$ cat src/rtl/wb_stage.sv
// wb_stage: write-back pipeline stage.
// Registers the instruction, PC and ALU result leaving execute, then forms the
// register-file write value and write enable combinationally from them.
// Optional feature: define WB_INSTRET_EN to build the retired-instruction
// counter; without it, instret is tied to zero and no counter flops exist.
module wb_stage (
    input  logic        clk,
    input  logic        rst,
    input  logic        stall,
    input  logic        flush,
    input  logic [31:0] ex_instruction,
    input  logic [31:0] ex_pc,
    input  logic [31:0] ex_alu_out,
    input  logic [31:0] dmem_dout,
    output logic [31:0] wb_instruction,
    output logic        wb_rf_we,
    output logic [4:0]  wb_rd,
    output logic [31:0] wb_data,
    output logic [31:0] instret
);

    localparam logic [6:0] OP_LOAD   = 7'b0000011;
    localparam logic [6:0] OP_IMM    = 7'b0010011;
    localparam logic [6:0] OP_AUIPC  = 7'b0010111;
    localparam logic [6:0] OP_REG    = 7'b0110011;
    localparam logic [6:0] OP_LUI    = 7'b0110111;
    localparam logic [6:0] OP_JALR   = 7'b1100111;
    localparam logic [6:0] OP_JAL    = 7'b1101111;

    localparam logic [2:0] F3_LB  = 3'b000;
    localparam logic [2:0] F3_LH  = 3'b001;
    localparam logic [2:0] F3_LBU = 3'b100;
    localparam logic [2:0] F3_LHU = 3'b101;

    logic [31:0] instr_q;
    logic [31:0] pc_q;
    logic [31:0] alu_q;

    logic [6:0]  opcode;
    logic [2:0]  funct3;
    logic [7:0]  ld_byte;
    logic [15:0] ld_half;
    logic [31:0] ld_data;

    // Stage register: reset beats flush, flush beats stall.
    // NOTE: sequential state uses non-blocking assignments so every flop
    // samples the pre-edge values regardless of statement order.
    always_ff @(posedge clk) begin
        if (rst) begin
            instr_q <= '0;
            pc_q    <= '0;
            alu_q   <= '0;
        end else if (flush) begin
            instr_q <= '0;
            pc_q    <= '0;
            alu_q   <= '0;
        end else if (!stall) begin
            instr_q <= ex_instruction;
            pc_q    <= ex_pc;
            alu_q   <= ex_alu_out;
        end
    end

    assign opcode = instr_q[6:0];
    assign funct3 = instr_q[14:12];

    // Load alignment: select the addressed byte/halfword of the read word and extend it.
    // NOTE: every variable gets a default first so no path leaves it unassigned
    // and no latch is inferred.
    always_comb begin
        ld_byte = dmem_dout[7:0];
        ld_half = alu_q[1] ? dmem_dout[31:16] : dmem_dout[15:0];
        ld_data = dmem_dout;
        case (alu_q[1:0])
            2'd1:    ld_byte = dmem_dout[15:8];
            2'd2:    ld_byte = dmem_dout[23:16];
            2'd3:    ld_byte = dmem_dout[31:24];
            default: ld_byte = dmem_dout[7:0];
        endcase
        case (funct3)
            F3_LB:   ld_data = {{24{ld_byte[7]}}, ld_byte};
            F3_LH:   ld_data = {{16{ld_half[15]}}, ld_half};
            F3_LBU:  ld_data = {24'h0, ld_byte};
            F3_LHU:  ld_data = {16'h0, ld_half};
            default: ld_data = dmem_dout;
        endcase
    end

    // Write-back value and enable, decoded from the registered opcode.
    always_comb begin
        wb_data  = alu_q;
        wb_rf_we = 1'b0;
        case (opcode)
            OP_LUI: begin
                wb_data  = {instr_q[31:12], 12'h000};
                wb_rf_we = 1'b1;
            end
            OP_JAL, OP_JALR: begin
                wb_data  = pc_q + 32'd4;
                wb_rf_we = 1'b1;
            end
            OP_LOAD: begin
                wb_data  = ld_data;
                wb_rf_we = 1'b1;
            end
            OP_REG, OP_IMM, OP_AUIPC: begin
                wb_rf_we = 1'b1;
            end
            default: begin
                wb_rf_we = 1'b0;
            end
        endcase
        // Writes to x0 are discarded.
        if (instr_q[11:7] == 5'd0) begin
            wb_rf_we = 1'b0;
        end
    end

    assign wb_instruction = instr_q;
    assign wb_rd          = instr_q[11:7];

`ifdef WB_INSTRET_EN
    logic [31:0] instret_q;

    // Retire counter: counts each non-stalled edge with a real instruction in the stage.
    always_ff @(posedge clk) begin
        if (rst) begin
            instret_q <= '0;
        end else if (!stall && (opcode != 7'd0)) begin
            instret_q <= instret_q + 32'd1;
        end
    end

    assign instret = instret_q;
`else
    assign instret = '0;
`endif

endmodule

$ cat config.mk
export PLATFORM = sky130hd
export DESIGN_NAME = wb_stage
export DESIGN_NICKNAME = d
export VERILOG_FILES = /design/src/rtl/wb_stage.sv
export SDC_FILE = /design/constraint.sdc
export NUM_CORES = 1
export LEC_CHECK = 0
export CAP_MARGIN = 20
export CELL_PAD_IN_SITES_DETAIL_PLACEMENT = 0
export CELL_PAD_IN_SITES_GLOBAL_PLACEMENT = 1
export CORE_MARGIN = 3
export CORE_UTILIZATION = 34
export DETAILED_ROUTE_END_ITERATION = 10
export PLACE_DENSITY_LB_ADDON = 0.1
export SKIP_LAST_GASP = 1
export SYNTH_ARGS = -nofsm -noshare
export SYNTH_HDL_FRONTEND = slang
export SYNTH_SLANG_ARGS = --single-unit
export TNS_END_PERCENT = 5
$ cat constraint.sdc
create_clock -name clk -period 6.25 [get_ports clk]
set_clock_uncertainty 0.05 [all_clocks]
set_input_delay 1.5625 -clock clk [delete_from_list [all_inputs] [get_ports clk]]
set_output_delay 1.5625 -clock clk [all_outputs]
set_load 0.005 [all_outputs]
Word-level counts from Yosys, hierarchy flattened
Cells that the tools add are included.
{"block": "word_totals", "elab_cells": 28, "input_bits": 132, "ff_bits": 96, "out_inout_bits": 102}
{"block": "classes", "reduce_logical": 5, "addsub": 1, "n_eq_ne": 13, "muxes": 6}
{"cell": "$pmux W32 S4", "count": 1}
{"cell": "$pmux W32 S3", "count": 1}
{"cell": "$add A32 B3 Y32 const B", "count": 1}
{"cell": "$pmux W8 S3", "count": 1}
{"cell": "$mux W16", "count": 1}
{"cell": "$eq A7 B5 Y1 const B", "count": 2}
{"cell": "$eq A7 B6 Y1 const B", "count": 2}
{"cell": "$eq A7 B7 Y1 const B", "count": 2}
{"cell": "$eq A7 B2 Y1 const B", "count": 1}
{"cell": "$reduce_or A7 Y1", "count": 1}
{"cell": "$eq A3 B3 Y1 const B", "count": 2}
{"cell": "$logic_not A5 Y1", "count": 1}
{"cell": "$eq A2 B2 Y1 const B", "count": 2}
{"cell": "$reduce_or A2 Y1", "count": 2}
{"cell": "$eq A3 B1 Y1 const B", "count": 1}
{"cell": "$logic_not A3 Y1", "count": 1}
{"cell": "$eq A2 B1 Y1 const B", "count": 1}
{"cell": "$mux W1", "count": 2}

Depth between registers and ports, before layout
Gate-level depths: netlist (run 1).
{"block": "depth", "depth_word": 4, "mapped_depth": 8, "ltp_nobuf": 6}

Worst setup path after synthesis (run 1)
OpenSTA, ideal clock, no wires.
{"block": "synth_path", "path_kind": "input to output", "start": "in dmem_dout[31]", "end": "out wb_data[13]", "required_ps": 4637, "path_slack_ps": 1913, "path_buffers": 0, "cell_stages": 4, "arrival_time_ps": 2724, "path_cell_list": "mux4_2 a21oi_4 a221oi_2 o32a_1"}
{"block": "synth_between", "elab_chain_len": 3}
{"item": "start, declared", "line": "14", "source": "input logic [31:0] dmem_dout,"}
{"item": "$pmux W8 S3", "line": "74", "source": "case (alu_q[1:0])"}
{"item": "$pmux W32 S4", "line": "80", "source": "case (funct3)"}
{"item": "$pmux W32 S3", "line": "93", "source": "case (opcode)"}
{"item": "end, declared", "line": "18", "source": "output logic [31:0] wb_data,"}
No other way between the ends.

Worst setup path after layout (run 1)
{"block": "layout_path", "start": "in dmem_dout[31]", "end": "out wb_data[14]"}
The elaborated chain is that of the path after synthesis.

==> results of run 1 <==
cells in the mapped netlist (all sizes together) (2+ instances only):
cell type  number
nand2b          5
and4            6
a222oi          7
o31a            3
mux2i         100
a31oi          11
nand4          11
xnor2          16
dfxtp          96
nor2          122
o21bai          2
a22oi           6
o21ai          16
a211oi          3
nand3          26
inv            17
a221oi         10
mux2           10
clkbuf         26
a21oi          21
xor2            7
o211ai         10
buf            62
and3            2
and2            3
or2             2
nor3            5
nand2          44
nor3b           2
nor4            8
o221ai          5
worst max-delay path by stage:
stage | startpoint | to | cells after the start
detailed placement | dmem_dout[31] | wb_data[14] | 7
floorplan | dmem_dout[31] | wb_data[13] | 4
finish | dmem_dout[31] | wb_data[14] | 7
global route | dmem_dout[23] | wb_data[18] | 7
global placement | dmem_dout[23] | wb_data[18] | 7
CTS | dmem_dout[31] | wb_data[14] | 7
power breakdown:
part	internal, mW	leakage, nW	total, mW	switching [mW]
logic	0.150	2.13	0.254	0.104
registers	0.632	0.782	0.656	0.0239
clock network	0.325	0.144	0.580	0.255
total	1.11	3.05	1.49	0.383
kinds of logic (layout without fill, tap and decap cells):
family,Yosys count,count (layout),share of synthesized area [%]
buffers and inverters,105,241,10.07
adders and majority gates,1,1,0.2202
other,1,32,0.06602
AOI/OAI and AO/OA,99,99,12.42
xor gates and xnor gates,23,23,3.546
and+or+nand+nor,241,241,19.85
DFF,96,96,33.83
muxes,111,111,20.00
layout make-up:
| cell class | instances | share of cell area (%) |
|---|---|---|
| flip-flops and latches | 96 | 24.17 |
| inverters | 17 | 0.8026 |
| well taps | 216 | 3.399 |
| clock buffers | 11 | 3.053 |
| clock inverters | 5 | 0.8184 |
| multi-input cells | 507 | 41.66 |
| repair buffers | 208 | 26.09 |
sequential cells by signal, summed over array words and instances, names as in the netlist:
signal,cells
alu_q,32
wb_instruction,32
pc_q,32
per-layer routing:
layer / vias up / GRT usage [%] / share of wire (%)
met4: 2 / 4.815 / 1.2
met5: - / 0 / 0.064
met3: 20 / 4.718 / 6.7
li1: 2651 / - / -
met2: 229 / 34.90 / 46
met1: 2585 / 29.68 / 46
through the flow:
step | cell area (um2) | utilization [%] | setup slack (ns) | hold slack [ns] | instances
global placement | 7622 | 47.30 | 0.7456 | 0.4265 | 1043
CTS | 7930 | 49.21 | 0.7115 | 0.4565 | 1059
finish | 7950 | 49.33 | 0.6972 | 0.4566 | 1060
detailed placement | 7622 | 47.30 | 0.7208 | 0.4396 | 1043
global route | 7950 | 49.33 | 0.5935 | 0.4836 | 1060
floorplan | 5797 | - | 1.913 | 0.4133 | 708
critical path, delay by kind of cell:
family | cells | cell delay (ns)
buffers and inverters | 2 | 0.93
muxes | 1 | 0.53
AOI/OAI and AO/OA | 4 | 0.91
==> qor.yml, run 1 <==
critical_path:
  rr_startpoint: "alu_q[1]"
  cp-end-kind: "primary output"
  slowest_stage: "mux4_2"
  cp.required_ns: 4.64
  crit_path_start_kind: "primary input"
  r2r_cells: 2
  worstSetupPathType: "in -> out"
  r2r_slack_ns: 5.07
  crit_fanout: 9
  arrival_ns: 3.94
  critical-path-max-stage-delay_ns: 0.53
  r2r-end: "alu_q[1]"
  cp_cell_sequence: "clkdlybuf4s50_1 -> mux4_2 -> a21oi_4 -> a221oi_1 -> a221oi_1 -> a21oi_1 -> clkdlybuf4s50_1"
final_layout:
  multiInputGateArea_um2: 3312
  final_cell_mix: "200 x clkdlybuf4s50_1, 122 x nor2_1, 100 x mux2i_1"
  syn_to_final_growth_pct: 39.96
  ff_latch_area_um2: 1922
  layout_commonest_cell: "clkdlybuf4s50_1"
  final_nets: 972
  drive_above_1_share_pct: 5.332
  diodes: 0
  n_fill_cell: 1548
yosys:
  synthCells: 677
  ys_seq_elements: 96
  yosysUniqueCellTypes: 54
  synth_top_cell_area_share_pct: 33.83
  synth-edff-count: 0
  synth_warnings: 0
  synthTopCellsByArea: "dfxtp_1 34%, mux2i_1 18%, nor2_1 8.1%"
  synth_top_cell_by_area: "dfxtp_1"
  syn_area_um2: 5680
  async_reset_ff_share_pct: 0
  synthFlopType: "dfxtp_1"
  seq_area_frac_synth_pct: 33.83
  postSynthAreaPerCell_um2: 8.391
floorplan:
  die_x_um: 135.3
  core_um2: 16120
  die_h_um: 135.3
  ios: 234
  start_util_pct: 35.25
  rows: 46
  die-area_um2: 18290
sta:
  max_freq_mhz: 180.1
  fin_crit_ns: 5.553
  rsz0062_at_grt: "false"
  maxSlewHeadroom_pct: 30.93
  fin_crit_sh_pct: 88.85
  setup_tns_ns: 0
  finalSetupViolations: 0
  worst_pin_slew_ns: 1.036
  hold_viol_final: 0
  drv_slew: 0
global_route:
  grt_max_degree: 97
  grt_usage_pct: 21.61
  grt_first_pass_wirelength_um: 30570
  grt_pass1_vias: 5296
  antenna_found_initial: 1
  overflow: 0
worst_hold_path:
  whs_path_depth: 2
  hold_class: "reg -> reg"
  min-delay-start: "alu_q[15]"
  whs_endpoint: "alu_q[15]"
power_and_ir_drop:
  ir_drop_v: 0.0001265
  p_per_area_nw_per_um2: 187.4
  power.total_mw: 1.490
  p_leak_nw: 3.054
routing:
  detail-route-antenna-nets: 0
  vias: 5487
  vias_per_cell: 5.176
  wl_per_cell_um: 19.02
  first_pass_iters: 5
  drt-initial-drc-count: 401
  post-route-drc-count: 0
  wl_um: 20160
placed_design:
  place_hpwl_um: 15330
  gp_congestion: 0.8652
  portBuffers: 201
clocking:
  cts_max_path_buffers: 2
  htreeDepth: 3
  clock_latency_ns: 0.35
  cts_tree: "yes"
  hold_buffers: 0
  cts_setup_buffers: 0
  clkTransAtPathRegs_ns: 0.07
  cts_buffers: 9
  cts-root-buf: "clkbuf_16"
  cts_sinks: 96
  cts_resized: 0
job:
  maxCapViolations: 0
status:
  status: "completed"
Power figures use the tool's default switching activity.
==> run 2, diff against run 1 <==
- CORE_ASPECT_RATIO: default -> 0.8
- CTS_CLUSTER_SIZE: default -> 24
- GPL_TIMING_DRIVEN: default -> 1
==> qor.yml, run 2 (synthesis results as in run 1) <==
floorplan:
  core_um2: 16060  # was 16,120 um2
  start_util_pct: 35.38  # was 35.25%
  rows: 41  # was 46
  die_x_um: 150.5  # was 135.3 um
  die_h_um: 121.6  # was 135.3 um
  ios: 234  # unchanged
  die-area_um2: 18300  # was 18,290 um2
power_and_ir_drop:
  p_per_area_nw_per_um2: 189.5  # was 187.4 nW/um2
  ir_drop_v: 0.0001222  # was 0.0001265 V
  p_leak_nw: 3.070  # was 3.054 nW
critical_path:
  cp.required_ns: 4.64  # about the same
  r2r_cells: 2  # unchanged
  r2r_slack_ns: 5.09  # was 5.07 ns
  worstSetupPathType: "in -> out"  # unchanged
  cp-end-kind: "primary output"  # unchanged
  crit_path_start_kind: "primary input"  # unchanged
  r2r-end: "alu_q[1]"  # unchanged
  rr_startpoint: "alu_q[1]"  # unchanged
  crit_fanout: 11  # was 9
  arrival_ns: 3.94  # about the same
sta:
  rsz0062_at_grt: "false"  # unchanged
  worst_pin_slew_ns: 0.8189  # was 1.036 ns
  setup_tns_ns: 0  # unchanged
  fin_crit_ns: 5.556  # was 5.553 ns
  hold_viol_final: 0  # unchanged
  finalSetupViolations: 0  # unchanged
  fin_crit_sh_pct: 88.89  # was 88.85%
  maxSlewHeadroom_pct: 45.41  # was 30.93%
  max_freq_mhz: 180.0  # was 180.1 MHz
  drv_slew: 0  # unchanged
routing:
  vias_per_cell: 5.066  # was 5.176
  highest_layer: "met5"  # unchanged
  dr_wl_met3_um: 1738  # was 1344 um
  wl_um: 20120  # was 20,160 um
  post-route-drc-count: 0  # unchanged
  wl_met1_um: 9258  # was 9204 um
  first_pass_iters: 5  # unchanged
  vias: 5375  # was 5,487
  dr_wl_met2_um: 8946  # was 9347 um
  wl_per_cell_um: 18.96  # was 19.02 um
  drt-initial-drc-count: 351  # was 401
  detail-route-antenna-nets: 0  # unchanged
final_layout:
  n_fill_cell: 1542  # was 1,548
  final_nets: 973  # was 972
  syn_to_final_growth_pct: 40.51  # was 39.96%
  finalNonFillerCells: 1061  # was 1,060
  layout_commonest_cell: "clkdlybuf4s50_1"  # unchanged
  final_cell_mix: "200 x clkdlybuf4s50_1, 122 x nor2_1, 100 x mux2i_1"  # unchanged
  drive_above_1_share_pct: 5.444  # was 5.332%
worst_hold_path:
  whs_endpoint: "alu_q[20]"  # was alu_q[15]
  hold_class: "reg -> reg"  # unchanged
  whs_path_depth: 2  # unchanged
  min-delay-start: "alu_q[20]"  # was alu_q[15]
clocking:
  cts_tree: "yes"  # unchanged
  clkTransAtPathRegs_ns: 0.07  # about the same
  cts_buffers: 9  # unchanged
  cts_resized: 0  # unchanged
  cts-root-buf: "clkbuf_16"  # unchanged
  clock_latency_ns: 0.35  # about the same
  hold_buffers: 0  # unchanged
  cts_setup_buffers: 0  # unchanged
  htreeDepth: 3  # unchanged
  cts_sinks: 96  # unchanged
  cts_max_path_buffers: 2  # unchanged
global_route:
  grt_first_pass_wirelength_um: 30390  # was 30,570 um
  grt_max_degree: 97  # unchanged
  antenna_found_initial: 1  # unchanged
  overflow: 0  # unchanged
  grt_pass1_vias: 5191  # was 5,296
  grt_usage_pct: 21.75  # was 21.61%
placed_design:
  gp_congestion: 0.8656  # was 0.8652
  dpl.cell_count: 1043  # unchanged
  portBuffers: 201  # unchanged
  place_hpwl_um: 15210  # was 15,330 um
job:
  maxCapViolations: 0  # unchanged
status:
  status: "completed"  # unchanged
## run 2: power breakdown
| part | switching [mW] | internal [mW] | leakage, nW | total (mW) |
|---|---|---|---|---|
| sequential | 0.0230 | 0.632 | 0.782 | 0.655 |
| combinational | 0.103 | 0.150 | 2.14 | 0.254 |
| clock | 0.242 | 0.361 | 0.152 | 0.603 |
## run 2: how the worst max path moves through the flow
stage / startpoint / to / cells past startpoint
CTS: dmem_dout[31] / wb_data[14] / 7
finish: dmem_dout[23] / wb_data[18] / 7
detailed placement: dmem_dout[31] / wb_data[14] / 7
floorplan: dmem_dout[31] / wb_data[13] / 4
global route: dmem_dout[31] / wb_data[30] / 7
global placement: dmem_dout[31] / wb_data[14] / 7
## run 2: final cells by class
type	count	area, um2	area share (%)
multi-input combinational	507	3312	41.50
sequential	96	1922	24.08
clock inverter	5	80.08	1.003
timing repair buffer	209	2090	26.18
antenna	1	2.502	0.03135
clock buffer	11	242.7	3.041
inverter	17	63.81	0.7995
tap	215	269.0	3.370
## run 2: critical path: stages
cell	delay, ns
clkdlybuf4s50_1	0.51
mux2_2	0.20
nand3_1	0.35
nand2_1	0.22
o22ai_1	0.16
a221oi_1	0.36
clkdlybuf4s50_1	0.58
## run 2: routing by layer
layer	up-vias	track usage, %
li1	2647	-
met1	2501	30.93
met2	212	33.44
met3	13	5.801
met4	2	4.114
met5	-	0
## run 2: metrics by stage
stage          worst slack, ns  cell area (um2)  total power [mW]  utilization, %  hold slack, ns
2_1_floorplan            1.913             5797            0.7916               -          0.4133
3_3_place_gp            0.7818             7629            0.9163           47.51          0.4268
3_5_place_dp            0.7211             7629            0.9197           47.51          0.4354
4_1_cts                 0.7120             7951             1.531           49.52          0.4541
5_1_grt                 0.5738             7979             1.582           49.69          0.4729
6_report                0.6942             7981             1.512           49.71          0.4502
==> run 3, diff against run 2 <==
- ABC_AREA: default -> 0
- CAP_MARGIN: 20 -> default
==> qor.yml, run 3 (synthesis results as in run 1) <==
status:
  status: "completed"  # unchanged
critical_path:
  crit_path_frequent_cell: "clkdlybuf4s50_1"  # unchanged
  rr_startpoint: "alu_q[1]"  # unchanged
  r2r-end: "alu_q[1]"  # unchanged
  crit_fanout: 11  # unchanged
  cp-end-kind: "primary output"  # unchanged
  slowest_stage: "clkdlybuf4s50_1"  # unchanged
  r2r_cells: 2  # unchanged
  arrival_ns: 3.91  # was 3.94 ns
  crit_path_start_kind: "primary input"  # unchanged
  cp.required_ns: 4.64  # about the same
  r2r_slack_ns: 5.09  # about the same
  critical-path-max-stage-delay_ns: 0.53  # was 0.58 ns
  cp_cell_sequence: "clkdlybuf4s50_1 -> mux2_2 -> nand3b_1 -> nand3_1 -> a222oi_1 -> o21ai_0 -> clkdlybuf4s50_1"  # was clkdlybuf4s50_1 -> mux2_2 -> nand3_1 -> nand2_1 -> o22ai_1 -> a221oi_1 -> clkdlybuf4s50_1
  worstSetupPathType: "in -> out"  # unchanged
floorplan:
  core_um2: 16060  # unchanged
  die_h_um: 121.6  # unchanged
  die_x_um: 150.5  # unchanged
  die-area_um2: 18300  # unchanged
  start_util_pct: 35.38  # unchanged
  ios: 234  # unchanged
  rows: 41  # unchanged
routing:
  highest_layer: "met5"  # unchanged
  wl_per_cell_um: 19.01  # was 18.96 um
  detail-route-antenna-nets: 0  # unchanged
  wl_met1_um: 9383  # was 9258 um
  post-route-drc-count: 0  # unchanged
  dr_wl_met2_um: 8987  # was 8946 um
  vias_per_cell: 5.067  # was 5.066
  wl_um: 20130  # was 20,120 um
  dr_wl_met3_um: 1580  # was 1738 um
  drt-initial-drc-count: 388  # was 351
  first_pass_iters: 7  # was 5
  vias: 5366  # was 5,375
sta:
  setup_tns_ns: 0  # unchanged
  fin_crit_ns: 5.523  # was 5.556 ns
  fin_crit_sh_pct: 88.37  # was 88.89%
  drv_slew: 0  # unchanged
  rsz0062_at_grt: "false"  # unchanged
  max_freq_mhz: 181.1  # was 180.0 MHz
  maxSlewHeadroom_pct: 26.30  # was 45.41%
  hold_viol_final: 0  # unchanged
  finalSetupViolations: 0  # unchanged
  fin_ws_ns: 0.7268  # was 0.6942 ns
  worst_pin_slew_ns: 1.106  # was 0.8189 ns
worst_hold_path:
  whs_endpoint: "alu_q[20]"  # unchanged
  hold_class: "reg -> reg"  # unchanged
  whs_path_depth: 2  # unchanged
  min-delay-start: "alu_q[20]"  # unchanged
clocking:
  clkTransAtPathRegs_ns: 0.07  # about the same
  htreeDepth: 3  # unchanged
  hold_buffers: 0  # unchanged
  cts_sinks: 96  # unchanged
  cts_tree: "yes"  # unchanged
  clock_latency_ns: 0.35  # about the same
  cts-root-buf: "clkbuf_16"  # unchanged
  cts_buffers: 9  # unchanged
  cts_resized: 0  # unchanged
  cts_setup_buffers: 0  # unchanged
  cts_max_path_buffers: 2  # unchanged
final_layout:
  layout_commonest_cell: "clkdlybuf4s50_1"  # unchanged
  multiInputGateArea_um2: 3312  # unchanged
  fin_area_um2: 7951  # was 7981 um2
  final_cell_mix: "200 x clkdlybuf4s50_1, 122 x nor2_1, 100 x mux2i_1"  # unchanged
  ff_latch_area_um2: 1922  # unchanged
  n_fill_cell: 1545  # was 1,542
  drive_above_1_share_pct: 5.332  # was 5.444%
  final_nets: 972  # was 973
  syn_to_final_growth_pct: 39.98  # was 40.51%
  diodes: 0  # was 1
  finalNonFillerCells: 1059  # was 1,061
power_and_ir_drop:
  power.switching_mw: 0.3669  # was 0.3688 mW
  switching_share_pct: 24.32  # was 24.39%
  power.total_mw: 1.509  # was 1.512 mW
  seq_power_share_pct: 43.4  # was 43.3%
  ir_drop_v: 0.0001222  # about the same
  power.internal_mw: 1.142  # was 1.144 mW
  p_leak_nw: 3.056  # was 3.070 nW
  p_clk_share_pct: 39.9  # about the same
  p_per_area_nw_per_um2: 189.8  # was 189.5 nW/um2
  combPwrFrac_pct: 16.7  # was 16.8%
placed_design:
  dp_slack_ns: 0.7211  # unchanged
  portBuffers: 201  # unchanged
  gp_congestion: 0.8656  # unchanged
  place_hpwl_um: 15210  # unchanged
  place_area_um2: 7629  # unchanged
  dpl.cell_count: 1043  # unchanged
job:
  maxCapViolations: 0  # unchanged
global_route:
  grt_usage_pct: 21.75  # unchanged
  grt_pass1_vias: 5191  # unchanged
  grt_first_pass_wirelength_um: 30390  # unchanged
  grt_max_degree: 97  # unchanged
  antenna_found_initial: 1  # unchanged
  overflow: 0  # unchanged
-- run 3: cell types whose count changed in the layout (fill, tap and decap cells not counted), sizes merged --
cell / change
buf: -1
diode: -1
-- run 3: metal layers --
layer,GRT usage [%],vias to the layer above
met3,5.801,13
met1,30.93,2502
met4,4.114,2
met5,0,-
li1,-,2644
met2,33.44,205
-- run 3: per-stage QoR --
step	utilization, %	hold slack, ns
after floorplan	-	0.4133
after global placement	47.51	0.4268
after detailed placement	47.51	0.4354
after CTS	49.52	0.4541
after global routing	49.52	0.4729
final	49.52	0.4497
-- run 3: power groups by stage --
stage,logic [mW],registers (mW),clock network (mW)
after floorplan,0.131,0.660,0
after global placement,0.248,0.668,0
after detailed placement,0.251,0.669,0
after CTS,0.252,0.655,0.624
after global routing,0.273,0.658,0.649
final,0.252,0.655,0.602
-- run 3: final cells by class --
class | instances | share of cell area (%)
Multi-Input combinational cell | 507 | 41.65
Timing Repair Buffer | 208 | 25.93
Sequential cell | 96 | 24.17
Tap cell | 215 | 3.383
Clock buffer | 11 | 3.053
Clock inverter | 5 | 1.007
Inverter | 17 | 0.8025
-- run 3: worst max path at each step --
stage | cells past startpoint | endpoint | slack [ns] | startpoint
6_report | 7 | wb_data[30] | 0.73 | dmem_dout[31]
5_1_grt | 7 | wb_data[30] | 0.57 | dmem_dout[31]
4_1_cts | 7 | wb_data[14] | 0.71 | dmem_dout[31]
3_5_place_dp | 7 | wb_data[14] | 0.72 | dmem_dout[31]
3_3_place_gp | 7 | wb_data[14] | 0.78 | dmem_dout[31]
2_1_floorplan | 4 | wb_data[13] | 1.91 | dmem_dout[31]
-- run 3: worst max-delay path: cells and delay by family --
kind | cells | cell delay [ns]
mux | 1 | 0.31
simple gates | 2 | 0.49
buf+inv | 2 | 0.99
compound gates | 2 | 0.55
